--- src/rtl/hs_rx_fifo_pkg.sv ---
// Shared types and helpers for the SEND/ACK receive FIFO and its synchroniser.
package hs_pkg;

  typedef enum logic {
    IDLE  = 1'b0,
    ACKED = 1'b1
  } state_t;

  localparam int DEF_DATA_W = 32;

  // Index width for a DEPTH-entry memory; never narrower than one bit.
  function automatic int ptr_w(input int depth);
    return (depth > 1) ? $clog2(depth) : 1;
  endfunction

endpackage

--- src/rtl/hs_rx_fifo_if.sv ---
// SEND/ACK sender side plus valid/ready consumer side of the receive FIFO.
interface hs_rx_fifo_if
  import hs_pkg::*;
#(
  parameter int DATA_W = DEF_DATA_W
);
  logic              in_send;
  logic [DATA_W-1:0] in_data;
  logic              out_ack;
  logic              out_valid;
  logic [DATA_W-1:0] out_data;
  logic              in_ready;

  modport master (
    output in_send, in_data, in_ready,
    input  out_ack, out_valid, out_data
  );

  modport slave (
    input  in_send, in_data, in_ready,
    output out_ack, out_valid, out_data
  );
endinterface

--- src/rtl/hs_rx_fifo_sync.sv ---
// Single-bit multi-flop synchroniser with asynchronous active-low reset.
module hs_sync #(
  parameter int SYNC_STAGES = 2
) (
  input  logic clk,
  input  logic rst,
  input  logic d,
  output logic q
);
  logic [SYNC_STAGES-1:0] ff;

  always_ff @(posedge clk or negedge rst) begin
    if (!rst) ff <= '0;
    else      ff <= {ff[SYNC_STAGES-2:0], d};
  end

  assign q = ff[SYNC_STAGES-1];
endmodule

--- src/rtl/hs_rx_fifo.sv ---
// Four-phase SEND/ACK receiver that buffers captured words in a FIFO and
// presents them to local logic over valid/ready.
module hs_rx_fifo
  import hs_pkg::*;
#(
  parameter int DATA_W      = DEF_DATA_W,
  parameter int DEPTH       = 4,
  parameter int SYNC_STAGES = 2,
  parameter int TIMEOUT     = 255
) (
  input  logic                   clk,
  input  logic                   rst,
  hs_rx_fifo_if.slave            bus,
  output logic [$clog2(DEPTH):0] level,
  output logic                   err_timeout
);
  localparam int PW = ptr_w(DEPTH);
  localparam int LW = $clog2(DEPTH) + 1;
  localparam int CW = (TIMEOUT > 0) ? $clog2(TIMEOUT + 1) : 1;
  localparam logic [LW-1:0] DEPTH_L   = LW'(DEPTH);
  localparam logic [CW-1:0] TIMEOUT_L = CW'(TIMEOUT);

  state_t            state;
  logic [PW-1:0]     wr_ptr;
  logic [PW-1:0]     rd_ptr;
  logic [CW-1:0]     cnt;
  logic [DATA_W-1:0] mem [DEPTH];
  logic              send_s;
  logic              push;
  logic              pop;

  hs_sync #(.SYNC_STAGES(SYNC_STAGES)) u_sync (
    .clk (clk),
    .rst (rst),
    .d   (bus.in_send),
    .q   (send_s)
  );

  // Push decision uses the pre-pop level, so a full FIFO delays capture by one
  // cycle after the pop that frees a slot.
  assign push = (state == IDLE) && send_s && (level != DEPTH_L);
  assign pop  = (level != '0) && bus.in_ready;

  assign bus.out_valid = (level != '0);
  assign bus.out_data  = mem[rd_ptr];

  // Storage carries no reset; contents are qualified by level.
  always_ff @(posedge clk) begin
    if (push) mem[wr_ptr] <= bus.in_data;
  end

  always_ff @(posedge clk or negedge rst) begin
    if (!rst) begin
      state       <= IDLE;
      bus.out_ack <= 1'b0;
      cnt         <= '0;
      err_timeout <= 1'b0;
      wr_ptr      <= '0;
      rd_ptr      <= '0;
      level       <= '0;
    end else begin
      if (push) wr_ptr <= wr_ptr + 1'b1;
      if (pop)  rd_ptr <= rd_ptr + 1'b1;

      case ({push, pop})
        2'b10:   level <= level + 1'b1;
        2'b01:   level <= level - 1'b1;
        default: level <= level;
      endcase

      case (state)
        IDLE: begin
          if (push) begin
            bus.out_ack <= 1'b1;
            cnt         <= '0;
            state       <= ACKED;
          end
        end
        ACKED: begin
          if (cnt != TIMEOUT_L) cnt <= cnt + 1'b1;
          if (!send_s) begin
            bus.out_ack <= 1'b0;
            state       <= IDLE;
          end else if ((TIMEOUT != 0) &&
                       ((cnt + 1'b1 == TIMEOUT_L) || (cnt == TIMEOUT_L))) begin
            err_timeout <= 1'b1;
          end
        end
        default: state <= IDLE;
      endcase
    end
  end
endmodule

--- src/flat_wrapper.sv ---
// flat-port wrapper written by rule: the top's interface ports become plain ports
module hs_rx_fifo_flat import hs_pkg::*;
#(
  parameter int DATA_W      = DEF_DATA_W,
  parameter int DEPTH       = 4,
  parameter int SYNC_STAGES = 2,
  parameter int TIMEOUT     = 255
)
  (clk, rst, level, err_timeout, bus_in_send, bus_in_data, bus_in_ready, bus_out_ack, bus_out_valid, bus_out_data);
  hs_rx_fifo_if #(.DATA_W(DATA_W)) bus_i ();
  input  logic clk;
  input  logic rst;
  output logic [$clog2(DEPTH):0] level;
  output logic err_timeout;
  input wire logic [$bits(bus_i.in_send)-1:0] bus_in_send;
  input wire logic [$bits(bus_i.in_data)-1:0] bus_in_data;
  input wire logic [$bits(bus_i.in_ready)-1:0] bus_in_ready;
  output wire logic [$bits(bus_i.out_ack)-1:0] bus_out_ack;
  output wire logic [$bits(bus_i.out_valid)-1:0] bus_out_valid;
  output wire logic [$bits(bus_i.out_data)-1:0] bus_out_data;
  assign bus_i.in_send = bus_in_send;
  assign bus_i.in_data = bus_in_data;
  assign bus_i.in_ready = bus_in_ready;
  assign bus_out_ack = bus_i.out_ack;
  assign bus_out_valid = bus_i.out_valid;
  assign bus_out_data = bus_i.out_data;
  hs_rx_fifo #(.DATA_W(DATA_W), .DEPTH(DEPTH), .SYNC_STAGES(SYNC_STAGES), .TIMEOUT(TIMEOUT)) u_core (.clk(clk), .rst(rst), .bus(bus_i), .level(level), .err_timeout(err_timeout));
endmodule
--- config.mk ---
export PLATFORM = sky130hd
export DESIGN_NAME = hs_rx_fifo_flat
export DESIGN_NICKNAME = d
export VERILOG_FILES = /design/src/rtl/hs_rx_fifo_pkg.sv /design/src/rtl/hs_rx_fifo_if.sv /design/src/rtl/hs_rx_fifo_sync.sv /design/src/rtl/hs_rx_fifo.sv /design/src/flat_wrapper.sv
export SDC_FILE = /design/constraint.sdc
export NUM_CORES = 1
export LEC_CHECK = 0
export BUFFER_PORTS_ARGS = -buffer_cell sky130_fd_sc_hd__buf_2
export CAP_MARGIN = 40
export CELL_PAD_IN_SITES_DETAIL_PLACEMENT = 0
export CELL_PAD_IN_SITES_GLOBAL_PLACEMENT = 2
export CORE_AREA = 4 4 116 118
export CTS_CLUSTER_SIZE = 8
export DETAILED_ROUTE_END_ITERATION = 10
export DIE_AREA = 0 0 120 122
export PLACE_DENSITY = 0.86
export SKIP_LAST_GASP = 1
export SLEW_MARGIN = 20
export SYNTH_ARGS = -nofsm -noshare
export SYNTH_HDL_FRONTEND = slang
export SYNTH_HIERARCHICAL = 1
export SYNTH_SLANG_ARGS = --single-unit
--- constraint.sdc ---
create_clock -name clk -period 4.5 [get_ports clk]
set_clock_uncertainty 0.15 [all_clocks]
set_input_delay 0 -clock clk [delete_from_list [all_inputs] [get_ports clk]]
set_output_delay 0 -clock clk [all_outputs]
set_load 0.02 [all_outputs]
---- Yosys cells after proc, flatten, opt, wreduce, memory -nomap -nowiden ----
Memories as Yosys holds them, arrays and structs flattened.
Cells that the tools add are included.
cells by class
  add/subtract/negate cells ............... 5
  $mul .................................... 0
  divide/modulo/power cells ............... 0
  order comparisons ....................... 0
  equality and inequality tests ........... 9
  shift-type cells ........................ 0
  mux-type cells .......................... 11
  bitwise logic cells ..................... 1
  reduce and logical (&&, ||, !) cells .... 9
operator list
  operator                                                                number
  8-bit equality test (second input constant)                             2
  8-bit two-way mux                                                       2
  8-bit one-hot mux with 2 select lines                                   1
  8-bit by 1-bit adder with 8-bit output (second input constant)          1
  8-bit != test (second input constant)                                   1
  3-bit one-hot mux with 2 select lines                                   1
  1-bit two-way mux                                                       5
  2-bit by 1-bit adder with 2-bit output (second input constant)          2
  2-bit != test (second input constant)                                   2
  1-bit one-hot mux with 2 select lines                                   2
  2-bit AND reduction                                                     2
  3-bit by 1-bit adder with 3-bit output (second input constant)          1
  1-bit logical AND                                                       3
  3-bit != test (second input constant)                                   1
  3-bit AND reduction                                                     1
  3-bit nonzero test                                                      1
  3-bit by 1-bit subtractor with 3-bit output (second input constant)     1
  2-bit by 1-bit equality test with 1-bit output (second input constant)  1
  2-bit equality test (second input constant)                             1
  2-bit by 1-bit != test with 1-bit output (second input constant)        1
  2-bit nonzero test                                                      1
  1-bit logical OR                                                        1
  1-bit inverter                                                          1
word-level totals
  flip-flop bits (word level) ............. 20
  latch bits .............................. 0
  bits in writable memories ............... 128
  ROM bits ................................ 0
  bits of input ports ..................... 36
  output and inout bits ................... 38
  word-level logic and storage cells ...... 44
  memories kept ........................... 1
memory list
  name        words  bits a word  read ports  clocked after Yosys merged registers in  wr ports  RTL line          text
  u_core.mem  4      32           1           0                                        1         hs_rx_fifo.sv:27  logic [DATA_W-1:0] mem [DEPTH];

---- Depth between registers and ports, before layout ----
  depth after elaboration ................. 5
  gate-level depth with buffers ........... 9

---- Hierarchy ----
The synthesis kept the hierarchy.
by module, submodules not included
  module      instances  cells an instance  area an instance (µm²)  seq. area each (µm²)
  hs_rx_fifo  1          273                5699.2                  4294.1
  hs_sync     1          2                  50.0                    50.0

---- Worst setup path after synthesis ----
No wires, ideal clock.
  path type ............................... flip-flop to flip-flop
  from .................................... register u_core.level[2]
  to ...................................... memory u_core/mem[0][0] in the netlist's numbering, enable pin
  data arrival time ....................... 1.855 ns
  data required time ...................... 3.958 ns
  slack ................................... 2.103 ns
  stages on the path, launching flop included .. 5
  clock period less this slack ............ 2.397 ns
  cell sequence ........................... dfrtp_1 -> or3b_1 -> and3_4 -> buf_2 -> and2_1
between the ends
  word-level cells in the longest chain between the ends .. 4
RTL lines
  what                                     RTL line          text
  from (decl)                              hs_rx_fifo.sv:14  output logic [$clog2(DEPTH):0] level,
  from (signal assigned)                   hs_rx_fifo.sv:66  2'b10: level <= level + 1'b1;
  from (signal assigned)                   hs_rx_fifo.sv:67  2'b01: level <= level - 1'b1;
  from (signal assigned)                   hs_rx_fifo.sv:68  default: level <= level;
  3-bit != test                            hs_rx_fifo.sv:41  assign push = (state == IDLE) && send_s && (level != DEPTH_L);
  1-bit logical AND                        hs_rx_fifo.sv:41
  1-bit two-way mux                        hs_rx_fifo.sv:49  if (push) mem[wr_ptr] <= bus.in_data;
  1-bit two-way mux (not written as such)  hs_rx_fifo.sv:49
  to (decl)                                hs_rx_fifo.sv:27
No other way between the ends.

---- Worst setup path in the final report ----
  from .................................... register u_core.level[0]
  to ...................................... register u_core.level[2]
between the ends
  word-level cells in the longest chain between the ends .. 4
  elaborated cells on any way between the ends .. 10
RTL lines
  what                                                                                   RTL line                            text
  3-bit != test or 3-bit nonzero test (tied branches)                                    hs_rx_fifo.sv:41, hs_rx_fifo.sv:42
  1-bit logical AND (on tied branches)                                                   hs_rx_fifo.sv:41, hs_rx_fifo.sv:42
  2-bit by 1-bit equality test with 1-bit output or 2-bit equality test (tied branches)  hs_rx_fifo.sv:65                    case ({push, pop})
  3-bit one-hot mux with 2 select lines or 2-bit nonzero test (tied branches)            --
Several ways; a longest one is shown, not always the timed one.
A chain may end at the register's enable or synchronous reset.

==> flow_summary_export.csv <==
group,metric,value,unit
status,status,"finished, final reports clean",
layout,num-fill-cells,930,
critical_path,critPathKind,"flop to flop",
power,comb_power_share,30.1,%
synth,yosysSeqAreaShare,75.56,%
sta,finalSetupViolCount,0,
place,place_area,0.006360,sq mm
power,switching_share,30.46,%
sta,min_period_over_period,53.70,%
flow_run,maxCapViolCount,0,
clock_tree,htree_levels,4,
layout,nNetsFinal,442,
layout,final_area,0.007279,sq mm
critical_path,crit_required,4.68,ns
clock_tree,ctsRootBufferMaster,"clkbuf_16",
grt,grt_pass1_wl,16.09,mm
layout,num_antenna_cells,0,
synth,syn_avg_cell_area,20.91,sq um
sta,hold_slack,0.08593,ns
synth,synth-seq-cells,148,
power,power.leakage,0.002625,uW
floorplanning,rows,41,
floorplanning,die_h,122,um
power,p_clk_share,28.5,%
sta,relSlewSlack,63.82,%
sta,rsz0062_at_grt,"no",
synth,synth_cell_types,43,
drt,dr.pass1.iters,4,
floorplanning,design.core.area,0.01247,sq mm
synth,syn_area,0.005749,sq mm
drt,route.vias.total,2903,
layout,area_growth_syn_to_layout,26.62,%
clock_tree,cts.sink_count,148,
min_path,hp-class,"input port to flop",
floorplanning,num_io_pins,74,
sta,finalHoldViolCount,0,
grt,grt_overflow,0,
power,power_density,599.4,mW/mm^2
place,port_buffers,73,
sta,worst_pin_slew,0.5427,ns
critical_path,critPathCaptureType,"flop",
clock_tree,cts_setup_buffers,0,
sta,tns,0,ns
drt,wire_per_inst,17.37,um
critical_path,critPathLaunchType,"flop",
floorplanning,start_util,46.12,%
drt,ant_nets,0,
power,power.internal,3034,uW
place,place_hpwl,6.378,mm
clock_tree,cts_tree,"built",
clock_tree,hold_buffers,36,
grt,grt_max_degree,34,
critical_path,cp.arrival,2.60,ns
drt,drtIter0Drc,172,
synth,synthCells,275,
grt,grtUsageTotal,14.97,%
grt,grt_pass1_vias,3052,
clock_tree,clockBufferDepth,2,
floorplanning,fp.dieW,120,um
clock_tree,cts-resized-gates,0,
synth,syn_nets,319,
clock_tree,clock_latency,0.40,ns
clock_tree,numCtsBuffers,17,
critical_path,critPathMaxFanout,13,
clock_tree,clk_pin_slew,0.06,ns
sta,min_period,2.417,ns
grt,antenna_found_initial,0,
sta,final_max_slew_viol_count,0,
synth,ys_warn_count,6,
layout,drive_gt1_share,37.23,%
power,ir_worst_vdd,0.0003155,V
power,seq_power_share,41.3,%
power,p_switching,1329,uW
floorplanning,dieArea,0.01464,sq mm
drt,wl,10.13,mm
sta,fmax,413.8,MHz
place,gp_congestion,0.7289,
drt,drc,0,
drt,via_per_inst,4.979,
## final cells by class
class                      count  area (sq um)  share of cell area [%]
sequential                   148          4347                   59.71
multi-input combinational    106          1310                   18.00
timing repair buffer         116         844.6                   11.60
clock buffer                  22         444.2                   6.102
tap                          172         215.2                   2.956
clock inverter                10         83.83                   1.152
inverter                       9         35.03                  0.4813
## cells in the final DEF, fill, tap and decap left out, drive strengths merged, types with 2 or more instances in the layout
| cell type | count |
|---|---|
| nor2 | 3 |
| nand3 | 4 |
| and3 | 3 |
| clkinvlp | 3 |
| clkinv | 6 |
| xnor2 | 6 |
| clkbuf | 22 |
| dlygate4sd3 | 36 |
| a22o | 3 |
| buf | 80 |
| inv | 9 |
| mux2i | 4 |
| nand2 | 8 |
| edfxtp | 128 |
| nand2b | 2 |
| xor2 | 3 |
| mux2 | 3 |
| dfrtp | 20 |
| a21oi | 4 |
| mux4 | 32 |
| ha | 7 |
| nor4 | 2 |
| o21ai | 2 |
| and2 | 6 |
| nor3 | 2 |
## flip-flops by register name, summed over array words and instances (netlist names)
name and count:
u_core/u_sync/ff 2, u_core/level 3, u_core/rd_ptr 2, u_core/bus.out_ack 1, u_core/mem 128, u_core/state 1, u_core/wr_ptr 2, u_core/err_timeout 1
u_core/cnt 8
## stage by stage
stage / setup slack, ns / total power [uW] / utilization [%] / instances
floorplan: 2.103 / 2728 / - / 275
finish: 2.083 / 4364 / 58.40 / 583
global placement: 2.126 / 3077 / 50.38 / 509
global route: 1.965 / 4597 / 58.40 / 583
CTS: 2.056 / 4395 / 58.15 / 581
detailed placement: 2.073 / 3121 / 51.02 / 513
## logic make-up (layout without fill, tap and decap cells)
| logic type | after synthesis | after routing | share of synthesized area (%) |
|---|---|---|---|
| buffers and inverters | 21 | 157 | 1.741 |
| AO/OA/AOI/OAI | 16 | 16 | 2.177 |
| AND/OR/NAND/NOR | 34 | 34 | 3.395 |
| multiplexers | 39 | 39 | 13.88 |
| adder cells (fa/ha/maj) | 8 | 8 | 1.872 |
| XOR/XNOR | 9 | 9 | 1.371 |
| flip-flops | 148 | 148 | 75.56 |
## cells in the mapped netlist (all sizes together)
master,n,area (sq um)
a21o,1,7.510
a21oi,4,31.28
a22o,3,27.53
a31oi,1,6.260
a41oi,1,8.760
and2,6,37.54
and3,3,26.27
and4,1,8.760
buf,8,48.80
clkbuf,4,16.26
clkinv,1,5.000
dfrtp,20,500.5
edfxtp,128,3844
fa,1,20.02
ha,7,87.58
inv,8,30.03
mux2,3,37.53
mux2i,4,40.04
mux4,32,720.7
nand2,8,30.03
nand2b,2,12.51
nand3,4,20.02
nand4,1,6.260
nor2,3,11.26
nor3,2,15.01
nor4,2,12.51
o21a,1,7.510
o21ai,2,10.01
o22a,1,8.760
o32ai,1,8.760
o41ai,1,8.760
or3,1,6.260
or3b,1,8.760
xnor2,6,52.55
xor2,3,26.28
## per-layer routing
layer / track usage, % / share of wire (%)
met1: 18.52 / 42
met2: 23.74 / 50
met3: 5.757 / 6.4
met4: 6.442 / 1.2
met5: 0 / 0
## worst max-delay path: stages (launching register included)
cell and delay, ns:
dfrtp_1 0.42, or3b_1 0.40, and3_4 0.26, clkinv_2 0.08, ha_1 0.18, inv_1 0.06, fa_1 0.37, xor2_1 0.15
nor2_1 0.11, xor2_1 0.15
## path summary, 6_finish.rpt
path                                     start             endpoint  slack (ns)  cells past startpoint
max in group asynchronous                  rst     u_core/wr_ptr[0]        3.26                      4
min                                bus_in_send  u_core/u_sync/ff[0]        0.09                      2
max                            u_core/level[0]      u_core/level[2]        2.08                      9
max reg2reg                    u_core/level[0]      u_core/level[2]        2.08                      9
min in group asynchronous                  rst      u_core/level[1]        0.47                      3
min reg2reg                u_core/u_sync/ff[0]  u_core/u_sync/ff[1]        0.20                      0
## power by group through the flow
stage,clock (uW),combinational (uW),sequential [uW]
6_report,1250,1320,1800
3_5_place_dp,0,1240,1890
5_1_grt,1350,1420,1820
3_3_place_gp,0,1200,1880
4_1_cts,1270,1260,1860
2_1_floorplan,0,926,1800
Note: power is estimated with default switching activity, not from simulation.
